**src/rtl/bcd_multi_digit_seq.sv**
```systemverilog
`default_nettype none
// ============================================================================
// Module      : bcd_multi_digit_seq
// Description : Digit-serial BCD adder sequencer. Latches two packed BCD
//               operands, adds one decimal digit per cycle LSD-first with a
//               chained decimal carry, and presents the packed sum with
//               valid/ready handshakes on both sides.
//               Optional macro BCD_DIGIT_CHECK_EN adds an `err` output that
//               flags non-BCD operand digits seen during the operation.
// Revision    : 1.0 - initial release
// ============================================================================
module bcd_multi_digit_seq #(
  parameter int DIGITS = 4,
  parameter int IDX_W  = 3
) (
  input  logic                clk,
  input  logic                rst_n,
  input  logic                in_valid,
  output logic                in_ready,
  input  logic [4*DIGITS-1:0] a,
  input  logic [4*DIGITS-1:0] b,
  input  logic                cin,
  output logic                out_valid,
  input  logic                out_ready,
  output logic [4*DIGITS-1:0] sum,
  output logic                cout,
  output logic                busy
`ifdef BCD_DIGIT_CHECK_EN
  ,
  output logic                err
`endif
);

  localparam int               C_W        = 4 * DIGITS;
  localparam logic [IDX_W-1:0] C_LAST_IDX = IDX_W'(DIGITS - 1);

  typedef enum logic [1:0] {
    S_IDLE = 2'd0,
    S_RUN  = 2'd1,
    S_DONE = 2'd2
  } state_t;

  state_t           r_state;
  logic [IDX_W-1:0] r_idx;
  // Operands are shifted right one digit per RUN cycle so the active digit
  // always sits in bits [3:0]; no variable-index read mux is needed.
  logic [C_W-1:0]   r_a;
  logic [C_W-1:0]   r_b;
  logic             r_carry;

  logic [3:0]       w_a_dig;
  logic [3:0]       w_b_dig;
  logic [4:0]       w_t;
  logic [3:0]       w_digit;
  logic             w_carry_nxt;

  assign w_a_dig = r_a[3:0];
  assign w_b_dig = r_b[3:0];

  // One-digit BCD add with decimal correction of results above nine
  always_comb begin
    w_t         = {1'b0, w_a_dig} + {1'b0, w_b_dig} + {4'b0000, r_carry};
    w_digit     = w_t[3:0];
    w_carry_nxt = 1'b0;
    if (w_t > 5'd9) begin
      w_digit     = w_t[3:0] + 4'd6;
      w_carry_nxt = 1'b1;
    end
  end

`ifdef BCD_DIGIT_CHECK_EN
  logic w_bad_digit;
  assign w_bad_digit = (w_a_dig > 4'd9) || (w_b_dig > 4'd9);
`endif

  // Control FSM with registered handshake outputs and the digit datapath
  always_ff @(posedge clk or negedge rst_n) begin
    if (!rst_n) begin
      r_state   <= S_IDLE;
      r_idx     <= '0;
      r_a       <= '0;
      r_b       <= '0;
      r_carry   <= 1'b0;
      in_ready  <= 1'b1;
      out_valid <= 1'b0;
      busy      <= 1'b0;
      sum       <= '0;
      cout      <= 1'b0;
`ifdef BCD_DIGIT_CHECK_EN
      err       <= 1'b0;
`endif
    end else begin
      case (r_state)
        S_IDLE: begin
          if (in_valid && in_ready) begin
            r_a      <= a;
            r_b      <= b;
            r_carry  <= cin;
            r_idx    <= '0;
            sum      <= '0;
            cout     <= 1'b0;
            in_ready <= 1'b0;
            busy     <= 1'b1;
            r_state  <= S_RUN;
`ifdef BCD_DIGIT_CHECK_EN
            err      <= 1'b0;
`endif
          end
        end
        S_RUN: begin
          for (int i = 0; i < DIGITS; i++) begin
            if (r_idx == IDX_W'(i)) begin
              sum[4*i +: 4] <= w_digit;
            end
          end
          r_a     <= r_a >> 4;
          r_b     <= r_b >> 4;
          r_carry <= w_carry_nxt;
`ifdef BCD_DIGIT_CHECK_EN
          if (w_bad_digit) begin
            err <= 1'b1;
          end
`endif
          if (r_idx == C_LAST_IDX) begin
            r_idx     <= '0;
            cout      <= w_carry_nxt;
            busy      <= 1'b0;
            out_valid <= 1'b1;
            r_state   <= S_DONE;
          end else begin
            r_idx <= r_idx + IDX_W'(1);
          end
        end
        S_DONE: begin
          // Result stays frozen until the consumer takes it; no accept here
          if (out_valid && out_ready) begin
            out_valid <= 1'b0;
            in_ready  <= 1'b1;
            r_state   <= S_IDLE;
          end
        end
        default: begin
          r_state   <= S_IDLE;
          in_ready  <= 1'b1;
          out_valid <= 1'b0;
          busy      <= 1'b0;
        end
      endcase
    end
  end

endmodule
`default_nettype wire

```
**config.mk**
```make
export PLATFORM = sky130hd
export DESIGN_NAME = bcd_multi_digit_seq
export DESIGN_NICKNAME = d
export VERILOG_FILES = /design/src/rtl/bcd_multi_digit_seq.sv
export SDC_FILE = /design/constraint.sdc
export NUM_CORES = 1
export LEC_CHECK = 0
export CAP_MARGIN = 20
export CELL_PAD_IN_SITES_DETAIL_PLACEMENT = 1
export CELL_PAD_IN_SITES_GLOBAL_PLACEMENT = 2
export CORE_MARGIN = 5
export CORE_UTILIZATION = 33
export CTS_CLUSTER_DIAMETER = 30
export DETAILED_ROUTE_END_ITERATION = 6
export MAX_ROUTING_LAYER = met4
export PLACE_DENSITY = 0.9
export SLEW_MARGIN = 20
export SYNTH_ARGS = -nofsm -noshare
export SYNTH_HDL_FRONTEND = slang
export SYNTH_SLANG_ARGS = --single-unit
```
**constraint.sdc**
```tcl
create_clock -name clk -period 3.24 [get_ports clk]
set_clock_uncertainty 0.15 [all_clocks]
set_input_delay 0.648 -clock clk [delete_from_list [all_inputs] [get_ports clk]]
set_output_delay 0.648 -clock clk [all_outputs]
set_load 0.02 [all_outputs]
```
# ---- After elaboration in Yosys (flattened, before gate mapping)
# Cells that the tools add are included.
dict set report totals {
  reg_bits 58
}
dict set report op_classes {
  addsub 4
  order_cmp 1
  n_eq_ne 11
  mux 32
  n_bitwise 3
  reduce_logical 14
}
# cell count
set ops {}
lappend ops {{16-bit case mux with 2 select lines} 3}
lappend ops {{16-bit two-way mux} 3}
lappend ops {{3-bit AND reduction} 8}
lappend ops {{4-bit two-way mux} 5}
lappend ops {{2-bit inequality test (second input constant)} 6}
lappend ops {{1-bit two-way mux} 9}
lappend ops {{1-bit case mux with 3 select lines} 3}
lappend ops {{3-bit by 2-bit equality test with 1-bit output (second input constant)} 2}
lappend ops {{2-bit two-way mux} 3}
lappend ops {{3-bit two-way mux} 2}
lappend ops {{2-bit case mux with 3 select lines} 1}
lappend ops {{3-bit case mux with 2 select lines} 1}
lappend ops {{4-bit by 4-bit adder with 5-bit output} 1}
lappend ops {{5-bit by 1-bit adder with 5-bit output} 1}
lappend ops {{5-bit by 4-bit > comparator with 1-bit output (second input constant)} 1}
lappend ops {{4-bit by 3-bit adder with 4-bit output (second input constant)} 1}
lappend ops {{1-bit case mux with 2 select lines} 2}
lappend ops {{3-bit by 1-bit adder with 3-bit output (second input constant)} 1}
lappend ops {{3-bit by 1-bit equality test with 1-bit output (second input constant)} 1}
lappend ops {{3-bit logical NOT} 1}
lappend ops {{1-bit inverter} 3}
lappend ops {{2-bit by 1-bit equality test with 1-bit output (second input constant)} 1}
lappend ops {{2-bit equality test (second input constant)} 1}
lappend ops {{1-bit logical AND} 2}
lappend ops {{3 further kinds} 3}

# ---- Logic depth before layout (Yosys ltp)
# Gate-level depths: netlist of the first run.
dict set report logic_depth {
  ltp_word 6
  ltp_mapped 8
  depth_no_buf 8
}

# ---- Least setup slack after synthesis of the first run
# No wires, ideal clock.
dict set report synth_path {
  kind {register -> register}
  from {register r_a[0]}
  to {register sum[10]}
  setup_ns 0.147
  t_arrival_ns 2.647
  t_required_ns 2.943
  path_slack_ns 0.296
  path_stages_with_launch 9
  n_path_buf 1
  synth_period_minus_slack_ns 2.944
  cell_sequence {dfrtp_1 fa_1 fa_1 clkbuf_1 inv_1 ha_1 inv_1 o311ai_1 o221ai_1}
}
dict set report synth_between {
  elab_chain_cells 6
  word_cells_on_any_way 7
  classes_between {3 x add/sub; 1 x order compare; 3 x mux}
}
# item line
set synth_rtl {}
lappend synth_rtl {{from (decl)} 47} ;# logic [C_W-1:0] r_a;
lappend synth_rtl {{from (signal assigned)} 116} ;# r_a <= r_a >> 4;
lappend synth_rtl {{4-bit by 4-bit adder with 5-bit output *} 62} ;# w_t = {1'b0, w_a_dig} + {1'b0, w_b_dig} + {4'b0000, r_carry};
lappend synth_rtl {{5-bit by 1-bit adder with 5-bit output *} 62}
lappend synth_rtl {{4-bit by 3-bit adder with 4-bit output / 5-bit by 4-bit > comparator with 1-bit output (equally long branches)} {66, 65}}
lappend synth_rtl {{4-bit two-way mux *} 65} ;# if (w_t > 5'd9) begin
lappend synth_rtl {{4-bit two-way mux *} 112} ;# if (r_idx == IDX_W'(i)) begin
lappend synth_rtl {{16-bit case mux with 2 select lines *} 93} ;# case (r_state)
lappend synth_rtl {{to (signal, indexed assignment)} 113} ;# sum[4*i +: 4] <= w_digit;
lappend synth_rtl {{to (decl)} 25} ;# output logic [4*DIGITS-1:0] sum,
# Mark *: on every way between the ends. The rest lies on a longest branch, timed or not. The select of a mux whose other input is x is not followed.
# A chain may end at the register's enable or synchronous reset.

# ---- Worst setup path after layout of the first run
dict set report layout_path {
  from {register r_a[0]}
  to {register sum[2]}
}
# Same word-level chain as after synthesis.

==> impl_metrics.py, run 1 <==
metrics = {
    "timing": {
        "max-slew-margin-rel": 0.5645,
        "finalHoldViolCount": 0,
        "slew_violations": 0,
        "fmax_mhz": 335.1,
        "finalSetupViolCount": 0,
        "post-route-min-period_ns": 2.984,
        "rsz0062_at_grt": "no",
        "finalSetupTns_ns": 0,
        "fin_crit_sh": 0.9209,
        "worst_pin_slew_ns": 0.6493,
    },
    "detailed_routing": {
        "viasPerCell": 5.217,
        "first_pass_iters": 4,
        "wl_per_cell_um": 16.47,
        "vias": 2473,
        "wl_mm": 7.806,
        "ant_nets": 0,
        "drtIter0Drc": 43,
        "drc": 0,
    },
    "grt": {
        "grt_pass1_wl_mm": 13.18,
        "grt_pass1_vias": 2651,
        "antenna_found_initial": 0,
        "grt_usage": 0.1473,
        "grt_overflow_total": 0,
        "grt_max_degree": 58,
    },
    "synth": {
        "synth_area_leaders": "dfrtp_1, mux2i_1, nand2_1, o21ai_0, ha_1",
        "yosys.area.top_type": "dfrtp_1",
        "yosysTopAreaCellShare": 0.4602,
        "yosysMostFrequentCell": "dfrtp_1",
        "synth_ff_type": "dfrtp_1",
        "syn_area_um2": 3099,
        "syn-instance-count": 301,
        "synth_edf_count": 0,
        "seq_area_frac_synth": 0.4687,
        "syn-mean-instance-area_um2": 10.30,
        "syn_nets": 348,
        "synth_cell_type_count": 47,
        "yosysWarnings": 0,
        "async_reset_ff_frac": 1.000,
        "synth_seq_cells": 58,
        "synth_top_cells_by_count": "dfrtp_1, nand2_1, o21ai_0",
    },
    "power": {
        "p_per_area_nw_per_um2": 1039,
        "power_mw": 4.144,
        "leakage_nw": 1.662,
        "ir_drop_mv": 0.3794,
    },
    "clocking": {
        "ctsResizeCount": 0,
        "cts_tree": "built",
        "cts.path.max_buffers": 2,
        "htreeDepth": 3,
        "postCtsSetupBuffers": 0,
        "clk_pin_slew_worst_paths_ns": 0.07,
        "clkLatencyLatePin_ns": 0.34,
        "cts_buffers": 9,
        "cts.hold.buffers_added": 0,
        "root_buffer": "clkbuf_8",
        "clock-sinks": 58,
    },
    "floorplanning": {
        "core_area_um2": 9196,
        "die_w_um": 106.9,
        "rows": 35,
        "ios": 57,
        "floorplan.initialDensity": 0.3370,
        "dieArea_um2": 11430,
        "fp.dieH_um": 106.9,
    },
    "place": {
        "gp_congestion": 0.8898,
        "portBuffers": 56,
        "hpwl_mm": 5.757,
    },
    "hold_path": {
        "hold_class": "primary input to asynchronous set/reset pin",
    },
    "outcome": {
        "outcome": "complete, no violations",
    },
    "worst_setup_path": {
        "critPathCaptureType": "register",
        "cp.arrival_ns": 3.02,
        "critical_path_class": "register to register",
        "path_max_fanout": 7,
        "start_kind": "register",
        "critPathRequiredTime_ns": 3.28,
    },
    "job": {
        "drv_cap": 0,
    },
    "final_layout": {
        "syn_to_final_growth_pct": 28.66,
        "nets": 405,
        "fill_cells": 1021,
        "drive_above_1_share": 0.1129,
        "diodes": 0,
    },
}
## layout by cell type (no fill, tap or decap), types with 4 or more instances in the layout
master,count
nor2_1,9
clkdlybuf4s50_1,55
buf_4,9
mux2i_1,25
nand4bb_1,5
o21ai_0,31
clkbuf_8,10
dfrtp_1,57
a31oi_1,6
inv_1,5
nand2_1,52
o2111ai_1,4
ha_1,8
a2111oi_0,4
a22o_1,8
a21oi_1,12
o221ai_1,4
nand3_1,10
## where the power goes
group | leakage (nW) | internal, mW | switching [mW]
Clock | 0.109 | 0.452 | 0.294
Sequential | 0.744 | 1.03 | 0.215
Combinational | 0.809 | 0.875 | 1.28
## sequential cells by signal, summed over array words and instances, names as in the netlist, 2 cells and up
name     count
r_a         16
r_b         16
r_idx        3
r_state      2
sum         16
## metal layers
layer	vias up	global-route usage	wire, um
met3	13	0.04937	453
met4	0	0.04110	133
met2	66	0.2401	3644
met5	-	-	0
li1	1214	-	-
met1	1180	0.1749	3574
## critical path, stage by stage, from the launching register on
cell      delay [ns]
dfrtp_1         0.40
fa_1            0.49
fa_2            0.44
xor2_4          0.28
inv_2           0.11
ha_1            0.31
inv_1           0.04
o311ai_1        0.29
buf_4           0.19
o221ai_1        0.14
## cells by family after synthesis
group	count (synthesis)	share of synthesized area
compound gates	88	0.2002
xor+xnor	1	0.005250
fa+ha+maj	10	0.04522
buf+inv	25	0.04400
flops	58	0.4687
mux	25	0.08074
simple gates	94	0.1558
## cell type report
class                           count  area [um^2]  area share
Clock buffer                       11        141.4     0.03546
Clock inverter                      5        77.57     0.01945
Inverter                            6        22.52    0.005648
Multi-Input combinational cell    218         1531      0.3841
Sequential cell                    58         1453      0.3643
Tap cell                          111        138.9     0.03483
Timing Repair Buffer               65        623.1      0.1563
## stage by stage
step / cells / instance area [um^2] / setup slack [ns] / hold WS, ns / util
3_5_place_dp: 458 / 3755 / 0.1139 / 0.3212 / 0.4083
5_1_grt: 474 / 3988 / 0.1006 / 0.1755 / 0.4336
3_3_place_gp: 458 / 3755 / 0.2320 / 0.3100 / 0.4083
4_1_cts: 474 / 3974 / 0.09577 / 0.1469 / 0.4321
6_report: 474 / 3988 / 0.2562 / 0.1406 / 0.4336
2_1_floorplan: 301 / 3099 / 0.2956 / 0.2024 / -
## path summary, 6_finish.rpt
kind                        start       to  slack [ns]  depth (start not counted)
setup reg to reg           r_a[0]   sum[2]        0.26                          9
max in group asynchronous   rst_n   r_b[3]        2.11                          2
setup / recovery           r_a[0]   sum[2]        0.26                          9
hold / removal              rst_n  r_a[14]        0.14                          1
hold reg to reg            r_b[7]   r_b[7]        0.33                          2
min in group clk           r_b[7]   r_b[7]        0.33                          2
(Power assumes the default switching activity.)
==> inputs of run 2 (changes only) <==
- ABC_AREA: not set -> 1
- CORE_UTILIZATION: 33 -> 30
- HOLD_SLACK_MARGIN: not set -> 0.05
- SKIP_LAST_GASP: not set -> 1
==> impl_metrics.py, run 2 <==
metrics = {
    "clocking": {
        "root_buffer": "clkbuf_8",
        "clk_pin_slew_worst_paths_ns": 0.08,
        "clkLatencyLatePin_ns": 0.32,
        "htreeDepth": 3,
        "clock-sinks": 58,
        "ctsResizeCount": 0,
        "cts.hold.buffers_added": 0,
        "cts_tree": "built",
        "cts_buffers": 9,
        "postCtsSetupBuffers": 0,
        "cts.path.max_buffers": 2,
    },
    "job": {
        "drv_cap": 0,
    },
    "final_layout": {
        "nets": 437,
        "drive_above_1_share": 0.09114,
        "final_cells": 524,
        "final_common_cell": "nand2_1",
        "syn_to_final_growth_pct": 29.29,
        "fill_cells": 1119,
        "top_regs": "r_a: 16 flops, r_b: 16 flops, sum: 16 flops",
        "diodes": 0,
        "final_cell_mix": "nand2_1, dfrtp_1, clkdlybuf4s50_1",
        "final_util": 0.3969,
        "fin_area_um2": 3667,
    },
    "timing": {
        "finalHoldViolCount": 0,
        "finalSetupViolCount": 0,
        "max-slew-margin-rel": 0.5823,
        "worst_pin_slew_ns": 0.6256,
        "rsz0062_at_grt": "no",
        "fin_crit_sh": 0.7539,
        "fin_ws_ns": 0.7972,
        "finalSetupTns_ns": 0,
        "post-route-min-period_ns": 2.443,
        "slew_violations": 0,
        "fmax_mhz": 409.4,
    },
    "worst_setup_path": {
        "ff2ff_setup_slack_ns": 0.80,
        "start_kind": "register",
        "critPathRequiredTime_ns": 3.31,
        "worstSetupStartpoint": "r_a[0]",
        "endpoint": "sum[14]",
        "critical_path_class": "register to register",
        "critPathCaptureType": "register",
        "path_max_fanout": 4,
        "rr_worst_depth": 10,
        "cp.arrival_ns": 2.51,
        "rr_endpoint": "sum[14]",
        "worstReg2RegStart": "r_a[0]",
    },
    "floorplanning": {
        "fp.dieH_um": 107.2,
        "dieArea_um2": 11500,
        "die_w_um": 107.2,
        "floorplan.initialDensity": 0.3070,
        "rows": 35,
        "ios": 57,
        "core_area_um2": 9240,
    },
    "synth": {
        "synth_top_cells_by_count": "nand2_1, dfrtp_1, o21ai_0",
        "yosysMostFrequentCell": "nand2_1",
        "syn_area_um2": 2836,
        "syn-instance-count": 331,
        "async_reset_ff_frac": 1.000,
        "synth_edf_count": 0,
        "yosysWarnings": 0,
        "synth_ff_type": "dfrtp_1",
        "synth_seq_cells": 58,
        "yosysTopAreaCellShare": 0.5029,
        "seq_area_frac_synth": 0.5121,
        "yosys.area.top_type": "dfrtp_1",
        "syn_nets": 378,
        "synth_cell_type_count": 26,
        "synth_area_leaders": "dfrtp_1, nand2_1, o21ai_0, inv_1, ha_1",
        "syn-mean-instance-area_um2": 8.569,
    },
    "power": {
        "leakage_nw": 1.709,
        "p_per_area_nw_per_um2": 1158,
        "p_sw_frac": 0.4805,
        "ir_drop_mv": 0.5191,
        "p_int_mw": 2.207,
        "power.switching_mw": 2.041,
        "combinationalPowerShare": 0.570,
        "power.share.sequential": 0.292,
        "clkPwrFrac": 0.138,
    },
    "detailed_routing": {
        "first_pass_iters": 6,
        "vias": 2366,
        "wl_per_cell_um": 13.37,
        "viasPerCell": 4.515,
        "wl_mm": 7.008,
        "drtIter0Drc": 57,
        "drc": 0,
        "ant_nets": 0,
    },
    "place": {
        "dpl.cell_count": 508,
        "portBuffers": 56,
        "place_area_um2": 3496,
        "hpwl_mm": 5.358,
        "gp_congestion": 0.8061,
        "pre_cts_slack_ns": 0.6337,
    },
    "grt": {
        "gr-max-usage-layer": "met2",
        "grt_pass1_wl_mm": 12.21,
        "grt_overflow_total": 0,
        "grt_pass1_vias": 2590,
        "grt_usage": 0.1356,
        "antenna_found_initial": 0,
        "grt_use_met3": 0.02288,
        "grt.met2_usage": 0.2203,
        "grt_max_degree": 44,
        "grtUsageMet1": 0.1739,
    },
    "outcome": {
        "outcome": "complete, no violations",
    },
    "hold_path": {
        "hold_class": "primary input to asynchronous set/reset pin",
    },
}
[run 2: cell types whose count changed after synthesis, sizes merged, moves of 8 or more]
cell	change
mux2i	-25
nand2	+51
nor2	+17
inv	+31
a22o	-8
[run 2: layer usage]
| metal | share of wire | wire length (um) |
|---|---|---|
| met1 | 0.47 | 3265 |
| met2 | 0.50 | 3495 |
| met3 | 0.030 | 207 |
| met4 | 0.0057 | 40 |
| met5 | 0 | 0 |
[run 2: worst max-delay path: stages, from the launching register on]
cell,delay [ns]
dfrtp_1,0.41
fa_1,0.49
fa_1,0.42
nand2_1,0.11
nand2_1,0.10
nand2_1,0.10
nand3_1,0.14
nand2_1,0.13
nand2_1,0.13
nand4_1,0.12
nand2_1,0.05
[run 2: power by group through the flow]
stage / Sequential, mW / Clock, mW / Combinational [mW]
finish: 1.24 / 0.588 / 2.42
global route: 1.28 / 0.644 / 2.78
CTS: 1.25 / 0.609 / 2.47
detailed placement: 1.26 / 0 / 2.46
global placement: 1.25 / 0 / 2.33
floorplan: 1.33 / 0 / 1.73
[run 2: area by class of cell]
type | count | area, um^2 | area share
clock buffer | 11 | 141.4 | 0.03855
clock inverter | 5 | 30.03 | 0.008188
inverter | 37 | 138.9 | 0.03787
multi-input combinational | 223 | 1150 | 0.3135
sequential | 58 | 1453 | 0.3961
tap | 129 | 161.4 | 0.04401
timing repair buffer | 61 | 593.1 | 0.1617
[run 2: kinds of logic after synthesis]
group | after synthesis | synth area share
buf+inv | 50 | 0.08249
simple gates | 147 | 0.2254
compound gates | 66 | 0.1306
flops | 58 | 0.5121
fa+ha+maj | 10 | 0.04941
[run 2: metrics by stage]
stage / total power, mW / hold slack (ns)
after floorplan: 3.060 / 0.2024
after global placement: 3.577 / 0.3138
after detailed placement: 3.723 / 0.3147
after CTS: 4.325 / 0.05252
after global routing: 4.709 / 0.07280
final: 4.247 / 0.06316
[run 2: how the worst min path moves through the flow]
stage / from / endpoint
5_1_grt: rst_n / r_a[14]
6_report: rst_n / r_a[14]
4_1_cts: rst_n / r_a[14]
3_3_place_gp: sum[8] / sum[8]
3_5_place_dp: sum[4] / sum[4]
2_1_floorplan: rst_n / busy
==> variant 1 (config.mk and constraints of run 2) <==
Encoding of `state_t`: now one-hot (3 bits for 3 states).
--- a/src/rtl/bcd_multi_digit_seq.sv
+++ b/src/rtl/bcd_multi_digit_seq.sv
@@ -34,10 +34,10 @@
   localparam int               C_W        = 4 * DIGITS;
   localparam logic [IDX_W-1:0] C_LAST_IDX = IDX_W'(DIGITS - 1);
 
-  typedef enum logic [1:0] {
-    S_IDLE = 2'd0,
-    S_RUN  = 2'd1,
-    S_DONE = 2'd2
+  typedef enum logic [2:0] {
+    S_IDLE = 3'b001,
+    S_RUN  = 3'b010,
+    S_DONE = 3'b100
   } state_t;
 
   state_t           r_state;
Function: same outputs for any inputs over 10 cycles, from zero or initial values and one cycle with rst_n low; not proved beyond that.
==> variant 1 against run 2 <==
Cell count increased by 5.0%. Wire length is 7.3% higher. Utilization rose by 0.26 points. Count of clock-buffer cells in the layout is 1 lower. Area after synthesis increased by 4.0%. Sequential cell count grew 1. Synthesized cell count is 7.3% higher. Final area is 5.5% higher. Setup slack lost 0.34 ns. Global-route usage increased by 0.81 points. Critical path type unchanged. Critical path depth up 3. Power grew 3.7%.
==> variant 1: results (changes against run 2) <==
Status
  • Status: completed

Logic synthesis
  • Synth Net Count: 402 (+6.3%)
  • Synth area leaders: dfrtp_1 (48%), nand2_1 (14%), inv_1 (4.5%)
  • Synth warn: 0 (unchanged)
  • Mux cell area share after synthesis: 0 (unchanged)
  • Syn_area_per_cell: 8.307 µm² (-3.1%)
  • Sequential fraction of the synthesis area: 0.5015 (-0.01065)
  • Adder-cell share of the synthesized area: 0.04752 (-0.001886)
  • Commonest cells post-synth: nand2_1 (109), dfrtp_1 (57), inv_1 (35), nor2_1 (23)
  • XOR/XNOR Fraction of Synth Area: 0 (unchanged)
  • Post-synth top flop: dfrtp_1
  • FFs w/ async S/R, synth: 1.000 (unchanged)
  • Synth Area in Compound Gates: 0.1188 (-0.01177)

Placed design
  • Port bufs: 56 (unchanged)
  • Post-DP HPWL: 5.683 mm (+6.1%)
  • GPL Wtd Cong: 0.8081 (+0.25%)
  • Place WS: 0.4928 ns (-0.1409 ns)
  • Placed Instances: 534 (+5.1%)

Global route
  • First-pass GRT wire length: 12.91 mm (+5.8%)
  • Number of global-route vias before repair: 2,704 (+4.4%)
  • GR Util All Layers: 0.1436 (+0.008077)
  • Initial antenna violation count: 0 (unchanged)
  • Largest net degree at the start of global routing: 33 (-25%)

Clock tree
  • Post-CTS resize count: 0 (unchanged)
  • Clock Path Buffers: 2 (unchanged)
  • H-tree Lvls: 3 (unchanged)
  • Clock Latency Late Sink: 0.34 ns (+0.02 ns)
  • Post-CTS Setup Inserts: 0 (unchanged)
  • Clk pin slew, worst setup/hold paths: 0.07 ns

Layout
  • Final nets: 459 (+5.0%)
  • Share of layout cells above drive strength 1: 0.08873 (-0.002410)
  • Non-Filler Instances: 550 (+5.0%)
  • Fillers: 1,168 (+4.4%)
  • # diodes: 0 (unchanged)

Setup path
  • Slowest stage cell, crit path: fa_1
  • WP data arrival: 2.87 ns (+0.36 ns)
  • Worst-path fanout max: 4 (unchanged)
  • Worst R2R Path Depth: 13 (+3)

Power and ir drop
  • Worst ir drop on vdd: 377.7 µV (-27%)
  • Leakage dissipation: 1.825 nW (+6.8%)
  • Switch share: 0.4519 (-0.02852)

STA
  • Worst-margin pin slew: 0.6719 ns (+0.04634 ns)

Drt
  • Vias per cell: 4.660 (+3.2%)
  • Post-DR wirelength/cell: 13.67 µm (+2.2%)
  • Iter 0 DRT Violations: 82 (+44%)
  • Drt pass-1 iters: 4 (-2)

Min path
  • Min-Delay Path Class: in2async
## variant 1: cells by family (layout without fill, tap and decap cells)
kind of cell | after synthesis | in the layout
simple gates | 171 | 171
compound gates | 62 | 62
flops | 59 | 59
buf+inv | 53 | 115
fa+ha+maj | 10 | 10
## variant 1: final timing paths
path,endpoint,slack [ns],start
worst max-delay path,sum[11]$_DFFE_PN0P_,0.46,r_a[0]$_DFFE_PN0P_
worst min-delay path,sum[4]$_DFFE_PN0P_,0.19,rst_n
worst max register to register,sum[11]$_DFFE_PN0P_,0.46,r_a[0]$_DFFE_PN0P_
worst min register to register,sum[8]$_DFFE_PN0P_,0.33,sum[8]$_DFFE_PN0P_
max in group asynchronous,r_b[3]$_DFFE_PN0P_,2.14,rst_n
min in group clk,sum[8]$_DFFE_PN0P_,0.33,sum[8]$_DFFE_PN0P_
## variant 1: area by class of cell
| cell class | instances | area share |
|---|---|---|
| clock buffer | 10 | 0.03558 |
| clock inverter | 6 | 0.02911 |
| timing repair buffer | 60 | 0.1578 |
| tap | 133 | 0.04301 |
| multi-input combinational | 243 | 0.3144 |
| inverter | 39 | 0.03784 |
| sequential | 59 | 0.3823 |
## variant 1: metrics by stage
stage	hold WS [ns]	cell area [µm²]	total power [mW]
after global routing	0.2329	3869	4.832
after floorplan	0.2024	2949	2.958
after detailed placement	0.3139	3618	3.605
after CTS	0.2094	3869	4.476
after global placement	0.3068	3618	3.498
final	0.1882	3869	4.406
## variant 1: power groups by stage
stage          Clock (mW)  Sequential (mW)  Combinational, mW
2_1_floorplan           0             1.33               1.63
4_1_cts             0.871             1.26               2.35
5_1_grt             0.907             1.29               2.63
6_report            0.845             1.25               2.31
3_5_place_dp            0             1.27               2.34
3_3_place_gp            0             1.25               2.24
## variant 1: critical path: cells and delay by family, from the launching register on
kind | cells | cell delay [ns]
AND/OR/NAND/NOR | 8 | 0.79
AO/OA/AOI/OAI | 1 | 0.11
buffers and inverters | 1 | 0.08
adder cells (fa/ha/maj) | 3 | 1.16
flip-flops | 1 | 0.40
## variant 1: per-layer routing
metal  track usage  vias up  part of all wire
li1              -     1259                 -
met1        0.1765     1238              0.45
met2        0.2325       55              0.49
met3       0.03552       11             0.047
met4       0.04599        0             0.015
met5             -        -                 0
==> variant 2 (config.mk and constraints of run 2) <==
Made on the original files. The parameter `DIGITS` goes from 4 to 8.
--- a/src/rtl/bcd_multi_digit_seq.sv
+++ b/src/rtl/bcd_multi_digit_seq.sv
@@ -10,7 +10,7 @@
 // Revision    : 1.0 - initial release
 // ============================================================================
 module bcd_multi_digit_seq #(
-  parameter int DIGITS = 4,
+  parameter int DIGITS = 8,
   parameter int IDX_W  = 3
 ) (
   input  logic                clk,
Interface: changed (resized a, b and sum); port bits go from 57 to 105. The function was not compared with the original's and may differ.
==> variant 2 against run 2 <==
Wire length increased by 92%. Cell count increased by 74%. Via count increased by 82%. Critical endpoint is now sum[22]$_DFFE_PN0P_. Sequential cell count increased by 48. Sequential power increased by 84%. Area after synthesis increased by 76%. Die area increased by 68%. Setup slack got worse by 0.55 ns. Power increased by 82%. Count of clock-buffer cells in the layout increased by 1. Global-route usage increased by 1.3 points. Utilization increased by 0.33 points. Final area increased by 80%.
==> variant 2: results (changes against run 2) <==
Status
  • Status: completed

Global route
  • First-pass GRT wire length: 23.00 mm (+88%)
  • Largest net degree at the start of global routing: 73 (+66%)
  • Number of global-route vias before repair: 4,745 (+83%)

Placed design
  • Placed Instances: 895 (+76%)
  • GPL Wtd Cong: 0.7894 (-2.1%)
  • Port bufs: 104 (+86%)
  • Place WS: 0.2253 ns (-0.4084 ns)
  • Post-DP HPWL: 9.948 mm (+86%)
  • Placed inst area: 0.006279 mm² (+80%)

Setup path
  • WP data arrival: 3.09 ns (+0.58 ns)
  • Worst-path fanout max: 8 (+4)
  • Slowest stage delay, CP: 0.56 ns (+0.07 ns)

Logic synthesis
  • Sequential fraction of the synthesis area: 0.5301 (+0.01799)
  • Commonest cells post-synth: nand2_1 (181), dfrtp_1 (105), inv_1 (68), o21ai_0 (66), o211ai_1 (37)
  • Synth Area in Compound Gates: 0.1520 (+0.02139)
  • Syn_area_per_cell: 8.499 µm² (-0.82%)
  • Synth cell types: 27 (+3.8%)
  • Synth Net Count: 670 (+77%)

Layout
  • Non-Filler Instances: 911 (+74%)
  • Share of layout cells above drive strength 1: 0.05210 (-0.03904)

Clock tree
  • Clock Latency Late Sink: 0.36 ns (+0.04 ns)
  • Root buffer cell: clkbuf_16

Drt
  • Iter 0 DRT Violations: 215 (+280%)
  • Vias per cell: 4.726 (+4.7%)

Power and ir drop
  • Leakage dissipation: 3.096 nW (+81%)
==> variant 2: changes by cell type after synthesis, moves of 6 or more <==
cell,before,now
inv_1,31,68
nand2_1,102,181
o211ai_1,7,37
nand3_1,8,19
buf_2,8,15
o21ai_0,34,66
clkbuf_1,0,6
nand4_1,8,16
dfrtp_1,57,105
==> variant 2: routing by layer <==
layer,up-vias,part of all wire,track usage
li1,2121,-,-
met1,2068,0.46,0.1854
met2,98,0.48,0.2347
met3,18,0.045,0.03586
met4,0,0.018,0.05510
met5,-,0,-
==> variant 2: kinds of logic after synthesis <==
logic type / Yosys count
compound gates: 130
simple gates: 243
fa+ha+maj: 12
buf+inv: 98
flops: 106
==> variant 2: where the power goes <==
group	switching (mW)	internal, mW	leakage, nW
Combinational	2.77	1.52	1.65
Sequential	0.302	1.98	1.31
Clock	0.503	0.641	0.145
Total	3.57	4.14	3.10
==> variant 2: final timing paths <==
check | start | to | slack [ns] | cells after the start
max | r_a[0]$_DFFE_PN0P_ | sum[22]$_DFFE_PN0P_ | 0.25 | 12
min | rst_n | sum[4]$_DFFE_PN0P_ | 0.16 | 1
max reg2reg | r_a[0]$_DFFE_PN0P_ | sum[22]$_DFFE_PN0P_ | 0.25 | 12
min reg2reg | sum[8]$_DFFE_PN0P_ | sum[8]$_DFFE_PN0P_ | 0.32 | 2
max in group asynchronous | rst_n | r_a[16]$_DFFE_PN0P_ | 2.05 | 2
min in group clk | sum[8]$_DFFE_PN0P_ | sum[8]$_DFFE_PN0P_ | 0.32 | 2
==> variant 2: area by class of cell <==
class                      count  area, µm²
fill                        1912       9876
sequential                   106       2654
multi-input combinational    385       1938
timing repair buffer         114       1151
tap                          220      275.3
inverter                      70      265.3
clock buffer                  12      256.5
clock inverter                 4      50.05
